==> src/rtl/mem_ctrl_pkg.sv <==
`default_nettype none
// ============================================================================
// Module   : mem_ctrl_pkg
// Purpose  : Shared types and defaults for the SRAM access controller.
// Revision : 1.0 - initial release
// ============================================================================
package mem_ctrl_pkg;

    // Access sequencing states: one idle state, two half-word phases, one
    // single-cycle completion state.
    typedef enum logic [1:0] {
        ST_IDLE = 2'd0,
        ST_LOW  = 2'd1,
        ST_HIGH = 2'd2,
        ST_DONE = 2'd3
    } state_t;

    localparam int unsigned c_DEFAULT_WAIT_CYCLES = 5;
    localparam logic [31:0] c_DEFAULT_BASE_ADDR   = 32'd1024;

endpackage
`default_nettype wire

==> src/rtl/wait_counter.sv <==
`default_nettype none
// ============================================================================
// Module   : wait_counter
// Purpose  : Modulo-WAIT_CYCLES phase counter. Flags the last cycle of a
//            phase and the cycle just before it (used to time the write
//            strobe release one cycle ahead, since the strobe is registered).
// Revision : 1.0 - initial release
// ============================================================================
module wait_counter #(
    parameter int unsigned WAIT_CYCLES = 5,
    localparam int unsigned CW = (WAIT_CYCLES > 1) ? $clog2(WAIT_CYCLES) : 1
) (
    input  logic clk,
    input  logic rst,
    input  logic clear,
    input  logic en,
    output logic last,
    output logic next_last
);

    localparam logic [CW-1:0] c_LAST   = CW'(WAIT_CYCLES - 1);
    localparam logic [CW-1:0] c_PENULT = CW'(WAIT_CYCLES - 2);

    logic [CW-1:0] r_count;

    // Count while enabled, wrapping to zero after the last phase cycle.
    always_ff @(posedge clk) begin
        if (rst || clear) begin
            r_count <= '0;
        end else if (en) begin
            r_count <= last ? '0 : r_count + 1'b1;
        end
    end

    assign last      = en && (r_count == c_LAST);
    assign next_last = en && (r_count == c_PENULT);

endmodule
`default_nettype wire

==> src/rtl/sram_access_controller.sv <==
`default_nettype none
// ============================================================================
// Module   : sram_access_controller
// Purpose  : Splits 32-bit LDR/STR accesses into two 16-bit SRAM phases with
//            programmable wait states, stalling the pipeline via ready.
// Revision : 1.0 - initial release
// ============================================================================
module sram_access_controller
    import mem_ctrl_pkg::*;
#(
    parameter int unsigned WAIT_CYCLES = c_DEFAULT_WAIT_CYCLES,
    parameter int unsigned SRAM_AW     = 18,
    parameter logic [31:0] BASE_ADDR   = c_DEFAULT_BASE_ADDR
) (
    input  logic               clk,
    input  logic               rst,
    input  logic               mem_r_en,
    input  logic               mem_w_en,
    input  logic [31:0]        addr,
    input  logic [31:0]        wdata,
    output logic [31:0]        rdata,
    output logic               ready,
    output logic [SRAM_AW-1:0] sram_addr,
    output logic [15:0]        sram_dq_out,
    input  logic [15:0]        sram_dq_in,
    output logic               sram_dq_oe,
    output logic               sram_we_n
);

    localparam int unsigned c_IDX_W = SRAM_AW - 1;

    state_t               r_state;
    state_t               w_next_state;

    logic                 r_write;
    logic [c_IDX_W-1:0]   r_idx;
    logic [31:0]          r_wdata;

    logic                 w_req;
    logic                 w_req_write;
    logic [31:0]          w_offset;
    logic [c_IDX_W-1:0]   w_idx;
    logic                 w_unused_offset_bits;

    logic                 w_cnt_clear;
    logic                 w_cnt_en;
    logic                 w_last;
    logic                 w_next_last;

    logic                 w_capture;
    logic                 w_lat_lo;
    logic                 w_lat_hi;
    logic [SRAM_AW-1:0]   w_addr_nxt;
    logic [15:0]          w_dq_out_nxt;
    logic                 w_oe_nxt;
    logic                 w_we_n_nxt;

    // Both enables high is treated as a store.
    assign w_req       = mem_r_en | mem_w_en;
    assign w_req_write = mem_w_en;

    // Word index relative to the SRAM window; wraps silently when out of range.
    assign w_offset = addr - BASE_ADDR;
    assign w_idx    = w_offset[c_IDX_W+1:2];
    assign w_unused_offset_bits = &{1'b0, w_offset[31:c_IDX_W+2], w_offset[1:0]};

    wait_counter #(
        .WAIT_CYCLES (WAIT_CYCLES)
    ) u_wait_counter (
        .clk       (clk),
        .rst       (rst),
        .clear     (w_cnt_clear),
        .en        (w_cnt_en),
        .last      (w_last),
        .next_last (w_next_last)
    );

    // State register.
    always_ff @(posedge clk) begin
        if (rst) begin
            r_state <= ST_IDLE;
        end else begin
            r_state <= w_next_state;
        end
    end

    // Next-state logic: each phase ends on the counter's last cycle; DONE
    // always returns to IDLE so an access is never repeated.
    always_comb begin
        w_next_state = r_state;
        case (r_state)
            ST_IDLE: if (w_req)  w_next_state = ST_LOW;
            ST_LOW:  if (w_last) w_next_state = ST_HIGH;
            ST_HIGH: if (w_last) w_next_state = ST_DONE;
            ST_DONE: w_next_state = ST_IDLE;
            default: w_next_state = ST_IDLE;
        endcase
    end

    // Output logic: ready, counter control, and the values the pin registers
    // take on the next edge (pins are registered, so they are set one cycle
    // ahead of the cycle they describe).
    always_comb begin
        ready        = 1'b0;
        w_cnt_clear  = 1'b0;
        w_cnt_en     = 1'b0;
        w_capture    = 1'b0;
        w_lat_lo     = 1'b0;
        w_lat_hi     = 1'b0;
        w_addr_nxt   = sram_addr;
        w_dq_out_nxt = sram_dq_out;
        w_oe_nxt     = 1'b0;
        w_we_n_nxt   = 1'b1;
        case (r_state)
            ST_IDLE: begin
                ready       = ~w_req;
                w_cnt_clear = 1'b1;
                if (w_req) begin
                    w_capture    = 1'b1;
                    w_addr_nxt   = {w_idx, 1'b0};
                    w_dq_out_nxt = wdata[15:0];
                    w_oe_nxt     = w_req_write;
                    w_we_n_nxt   = ~w_req_write;
                end
            end
            ST_LOW: begin
                w_cnt_en = 1'b1;
                if (w_last) begin
                    w_lat_lo     = ~r_write;
                    w_addr_nxt   = {r_idx, 1'b1};
                    w_dq_out_nxt = r_wdata[31:16];
                    w_oe_nxt     = r_write;
                    w_we_n_nxt   = ~r_write;
                end else begin
                    // Strobe releases for the final (hold) cycle of the phase.
                    w_oe_nxt   = r_write;
                    w_we_n_nxt = ~(r_write & ~w_next_last);
                end
            end
            ST_HIGH: begin
                w_cnt_en = 1'b1;
                if (w_last) begin
                    w_lat_hi = ~r_write;
                end else begin
                    w_oe_nxt   = r_write;
                    w_we_n_nxt = ~(r_write & ~w_next_last);
                end
            end
            ST_DONE: begin
                ready       = 1'b1;
                w_cnt_clear = 1'b1;
            end
            default: begin
                w_cnt_clear = 1'b1;
            end
        endcase
    end

    // Request capture, load-data latching and SRAM pin registers.
    always_ff @(posedge clk) begin
        if (rst) begin
            r_write     <= 1'b0;
            r_idx       <= '0;
            r_wdata     <= '0;
            rdata       <= '0;
            sram_addr   <= '0;
            sram_dq_out <= '0;
            sram_dq_oe  <= 1'b0;
            sram_we_n   <= 1'b1;
        end else begin
            if (w_capture) begin
                r_write <= w_req_write;
                r_idx   <= w_idx;
                r_wdata <= wdata;
            end
            if (w_lat_lo) rdata[15:0]  <= sram_dq_in;
            if (w_lat_hi) rdata[31:16] <= sram_dq_in;
            sram_addr   <= w_addr_nxt;
            sram_dq_out <= w_dq_out_nxt;
            sram_dq_oe  <= w_oe_nxt;
            sram_we_n   <= w_we_n_nxt;
        end
    end

endmodule
`default_nettype wire

==> config.mk <==
export PLATFORM = sky130hd
export DESIGN_NAME = sram_access_controller
export DESIGN_NICKNAME = d
export VERILOG_FILES = /design/src/rtl/mem_ctrl_pkg.sv /design/src/rtl/wait_counter.sv /design/src/rtl/sram_access_controller.sv
export SDC_FILE = /design/constraint.sdc
export NUM_CORES = 1
export LEC_CHECK = 0
export ABC_AREA = 1
export ABC_CLOCK_PERIOD_IN_PS = 2300
export CORE_MARGIN = 2
export CORE_UTILIZATION = 46
export DETAILED_ROUTE_END_ITERATION = 10
export MAX_ROUTING_LAYER = met4
export PLACE_DENSITY = 0.83
export SYNTH_ARGS = -nofsm -noshare
export SYNTH_HDL_FRONTEND = slang
export SYNTH_SLANG_ARGS = --single-unit
export TNS_END_PERCENT = 5
==> constraint.sdc <==
create_clock -name clk -period 2.3 [get_ports clk]
set_clock_uncertainty 0.1 [all_clocks]
set_input_delay 0.46 -clock clk [delete_from_list [all_inputs] [get_ports clk]]
set_output_delay 0.46 -clock clk [all_outputs]
set_load 0.03 [all_outputs]
---- After elaboration in Yosys (flattened, before gate mapping) ----
Index checks and enable logic that the tools add are counted.
word-level totals
  bits of input ports ..................... 84
  output and inout port bits .............. 69
  register bits ........................... 123
operators by class
  reduce and logical (&&, ||, !) cells .... 9
  equal/unequal tests ..................... 8
  $add $sub $neg .......................... 2
  bitwise logic cells ..................... 7
  mux-type cells .......................... 26
operators with widths
  kind                    number
  $mux 18                 2
  $pmux 18 s2             1
  $mux 16                 2
  $pmux 16 s2             1
  $sub 19x11->19 const B  1
  $mux 1                  12
  $pmux 2 s4              1
  $mux 2                  3
  $pmux 1 s3              2
  $reduce_and 3->1        2
  $not 1->1               5
  $eq 2x2->1 const B      2
  $ne 2x1->1 const B      2
  $reduce_or 2->1         2
  $add 3x1->3 const B     1
  $eq 3x2->1 const B      1
  $eq 3x3->1 const B      1
  $mux 3                  1
  $eq 2x1->1 const B      1
  $logic_and 1x1->1       2
  $logic_not 2->1         1
  $ne 2x2->1 const B      1
  $pmux 1 s2              1
  $reduce_bool 2->1       1
  3 further kinds         3

---- Depth between registers and ports, before layout ----
  depth in word-level cells ............... 9
  mapped depth ............................ 12
  gate-level depth less buffers ........... 10

---- Cells and area by module ----
A second synthesis with hierarchy kept.
unflattened totals
  cell total of the unflattened synthesis .. 611
  area total of the unflattened synthesis .. 4476.8 um^2
by module, submodules not included
  module                  sequential area each (um^2)  cells each  area an instance (um^2)  instances
  sram_access_controller  2082.0                       580         4284.1                   1
  wait_counter            60.1                         31          192.7                    1

---- Worst setup path before layout ----
Ideal clock, no wire load.
  path type ............................... reg-to-output
  from .................................... reg r_state[0]
  to ...................................... out ready
  stages on the path, launching flop included .. 4
  data arrival time ....................... 1.277 ns
  required time ........................... 1.740 ns
  setup slack ............................. 0.463 ns
  path through ............................ dfxtp_1 -> inv_1 -> ha_1 -> a21oi_1
between the ends
  longest elaborated chain between the ends .. 2
  elaborated cells on any way between the ends .. 3
  those cells by class .................... 1 x eq/ne; 1 x mux; 1 x reduce/logical
RTL lines
  element                                        RTL line                       text
  start: declaration                             sram_access_controller.sv:32   state_t r_state;
  start signal: assignment                       sram_access_controller.sv:83   r_state <= w_next_state;
  $eq 2x2->1 or $logic_not 2->1 (tied branches)  sram_access_controller.sv:114  case (r_state)
  $pmux 1 s2 (*)                                 sram_access_controller.sv:114
  end: declaration                               sram_access_controller.sv:22   output logic ready,
Mark *: on every way between the ends. The rest lies on a longest branch, timed or not.

---- Worst setup path after layout ----
Ends and elaborated chain as after synthesis.

==> run_results.csv <==
group,metric,value,unit
drt,drt_wl_total,12280,um
timing,layout_setup_ws,0.1795,ns
synth,synth-edff-count,0,
synth,netlist.top_cell.by_area,"sky130_fd_sc_hd__dfxtp_1",
critical_path,crit-reg2reg-launch,"r_state[0]",
synth,synth_seq_area_share,46.37,%
layout,insertedDiodeCount,0,
timing,tns,0,ns
timing,max_slew_margin,69.58,%
global_routing,overflow,0,
clock_network,postCtsSetupBuffers,0,
clock_network,htreeDepth,3,
power,power.ir.vdd_worst,0.0005263,V
critical_path,worstSetupStartpoint,"r_state[0]",
drt,detail-route-antenna-nets,0,
synth,synthesis.instances,618,
clock_network,worst_skew_pair.late_latency,0.36,ns
synth,synth.net_count,710,
timing,timing.fmax,0.4716,GHz
synth,synth-async-reset-ratio,0,%
clock_network,cts_buffer_depth,2,
synth,synth-warning-count,0,
synth,synth_cell_type_count,32,
clock_network,cts.sinks,107,
global_routing,first_global_vias,4397,
hold_path,hp-start,"rst",
floorplan,die_h,104.2,um
power,power_per_cell_area,1206,nW/um^2
floorplan,ioPinCount,153,
timing,finalHoldWorstSlack,0.3630,ns
drt,initialDrtViolationCount,198,
place,place_area,6081,um^2
synth,mappedNetlistArea,4619,um^2
timing,rsz_0062_raised_after_global_routing,"no",
layout,fraction_of_final_layout_cells_with_drive_strength_greater_than_1,10.80,%
drt,drt-vias-per-instance,5.063,
critical_path,critical_path.cell_chain,"inv_1 > ha_1 > a21oi_1 > buf_4",
floorplan,initial_core_util,47.26,%
place,dp.final_hpwl,8765,um
global_routing,total_routing_usage_reported_by_global_routing,23.54,%
floorplan,placement_rows,36,
place,gpl.final_weighted_congestion,0.8888,
power,power.leakage,2.672,nW
synth,synthTopCellsByArea,"sky130_fd_sc_hd__dfxtp_1, sky130_fd_sc_hd__nand2_1, sky130_fd_sc_hd__nor2_1, sky130_fd_sc_hd__o21ai_0, sky130_fd_sc_hd__a21oi_2",
synth,yosysMostFrequentCell,"sky130_fd_sc_hd__nand2_1",
clock_network,post_cts_resized,0,
clock_network,cts_hold_buf,0,
synth,post_synthesis_average_cell_area,7.475,um^2
synth,synthDominantCellAreaShare,46.37,%
timing,final-hold-violation-count,0,
power,total_power,7.660,mW
layout,number_of_standard_cells_in_the_layout_taps_in_and_fillers_out,883,
global_routing,antenna_found_initial,0,
layout,final_area,6354,um^2
hold_path,min_path_type,"input port to register",
floorplan,width_of_the_die,104.2,um
layout,layout.nets,837,
floorplan,area_of_the_placeable_core,9774,um^2
critical_path,worstPathArrival,1.56,ns
run_status,run_status,"complete, no violations",
place,dpl_worst_slack,0.2581,ns
layout,final_standard_cell_utilization_of_the_core,65.00,%
clock_network,cts_made_buffers,9,
clock_network,cts_root_buf,"sky130_fd_sc_hd__clkbuf_8",
critical_path,critical_path.startpoint_type,"register",
critical_path,criticalPathCategory,"register to primary output",
drt,detailroute.via_count,4471,
place,io_buffer_count,137,
critical_path,setup.worst_path.end_class,"primary output",
synth,synth_commonest_cells,"sky130_fd_sc_hd__nand2_1, sky130_fd_sc_hd__nor2_1, sky130_fd_sc_hd__dfxtp_1, sky130_fd_sc_hd__o21ai_0",
floorplan,die_area,10860,um^2
clock_network,cts_tree,"built",
clock_network,path_clk_slew,0.09,ns
critical_path,cp_slowest_cell,"sky130_fd_sc_hd__ha_1",
timing,slew_viol_final,0,
timing,slew_of_the_pin_with_the_lowest_slew_margin,0.4563,ns
drt,routed_wire_length_per_instance,13.90,um
global_routing,grt_max_degree,48,
critical_path,crit_required,1.74,ns
place,place_inst,867,
timing,period_share,92.19,%
run,cap_viol_max_count,0,
layout,area_delta_synth_final,37.54,%
drt,remaining_drc_errors,0,
synth,ys_ff_latch,107,
timing,report.final.setup_viol,0,
drt,dr.pass1.iters,5,
timing,finalCriticalPeriod,2.120,ns
synth,ys_dominant_reg_cell,"sky130_fd_sc_hd__dfxtp_1",
critical_path,critPathMaxFanout,5,
global_routing,wire_length_of_the_first_global_routing_pass,20390,um
critical_path,cpPeakStageDelay,0.40,ns
layout by cell type, fill, tap and decap left out, drive strengths merged:
cell type        n
nand2          150
inv             37
nand3b           1
or2              1
o21ai           76
a21oi           51
clkdlybuf4s50  135
a21boi           1
a21o             2
o21bai           3
nand4            1
bufinv           4
nand3           21
nor3             4
buf             16
dfxtp          107
nor2           114
ha               8
clkbuf           9
clkinv           4
o211ai           4
xor2             1
logic make-up after synthesis:
| group | count (synthesis) | synth area share (%) |
|---|---|---|
| AND/OR/NAND/NOR | 292 | 26.81 |
| AO/OA/AOI/OAI | 137 | 17.01 |
| flip-flops | 107 | 46.37 |
| buffers and inverters | 73 | 7.449 |
| adder cells (fa/ha/maj) | 8 | 2.167 |
| XOR/XNOR | 1 | 0.1896 |
final cells by class:
type | instances | area [um^2]
Timing Repair Buffer | 151 | 1494
Fill cell | 848 | 3421
Sequential cell | 107 | 2142
Multi-Input combinational cell | 438 | 2133
Clock inverter | 7 | 148.9
Inverter | 38 | 145.1
Clock buffer | 9 | 123.9
Tap cell | 133 | 166.4
worst paths after layout:
kind	endpoint	depth (start not counted)	slack, ns
worst max-delay path	ready	4	0.18
worst min-delay path	sram_we_n	3	0.36
worst min register to register	u_wait_counter.r_count[0]	1	0.37
worst max register to register	sram_dq_out[7]	9	0.28
per-layer routing:
layer  share of wire [%]  vias up  track usage (%)
met2                  49      159            39.19
met1                  42     2064            27.79
met4                 1.2        0            5.598
li1                    -     2231                -
met3                 7.7       17            7.519
met5                   0        -                -
sequential cells by signal, summed over array words and instances (netlist names):
register and cells:
r_idx 17, r_state 2, r_wdata 16, r_write 1, rdata 32, sram_addr 18, sram_dq_oe 1, sram_dq_out 16
sram_we_n 1, u_wait_counter.r_count 3
where the power goes:
group | internal [mW] | switching, mW
Combinational | 1.35 | 2.19
Clock | 0.844 | 0.651
Sequential | 2.35 | 0.275
Total | 4.54 | 3.12
worst max-delay path, delay by kind of cell (launching register included):
family	cells	cell delay, ns
DFF	1	0.38
buffers and inverters	2	0.27
AOI/OAI and AO/OA	1	0.16
adders and majority gates	1	0.40
Note: power is estimated with default switching activity, not from simulation.
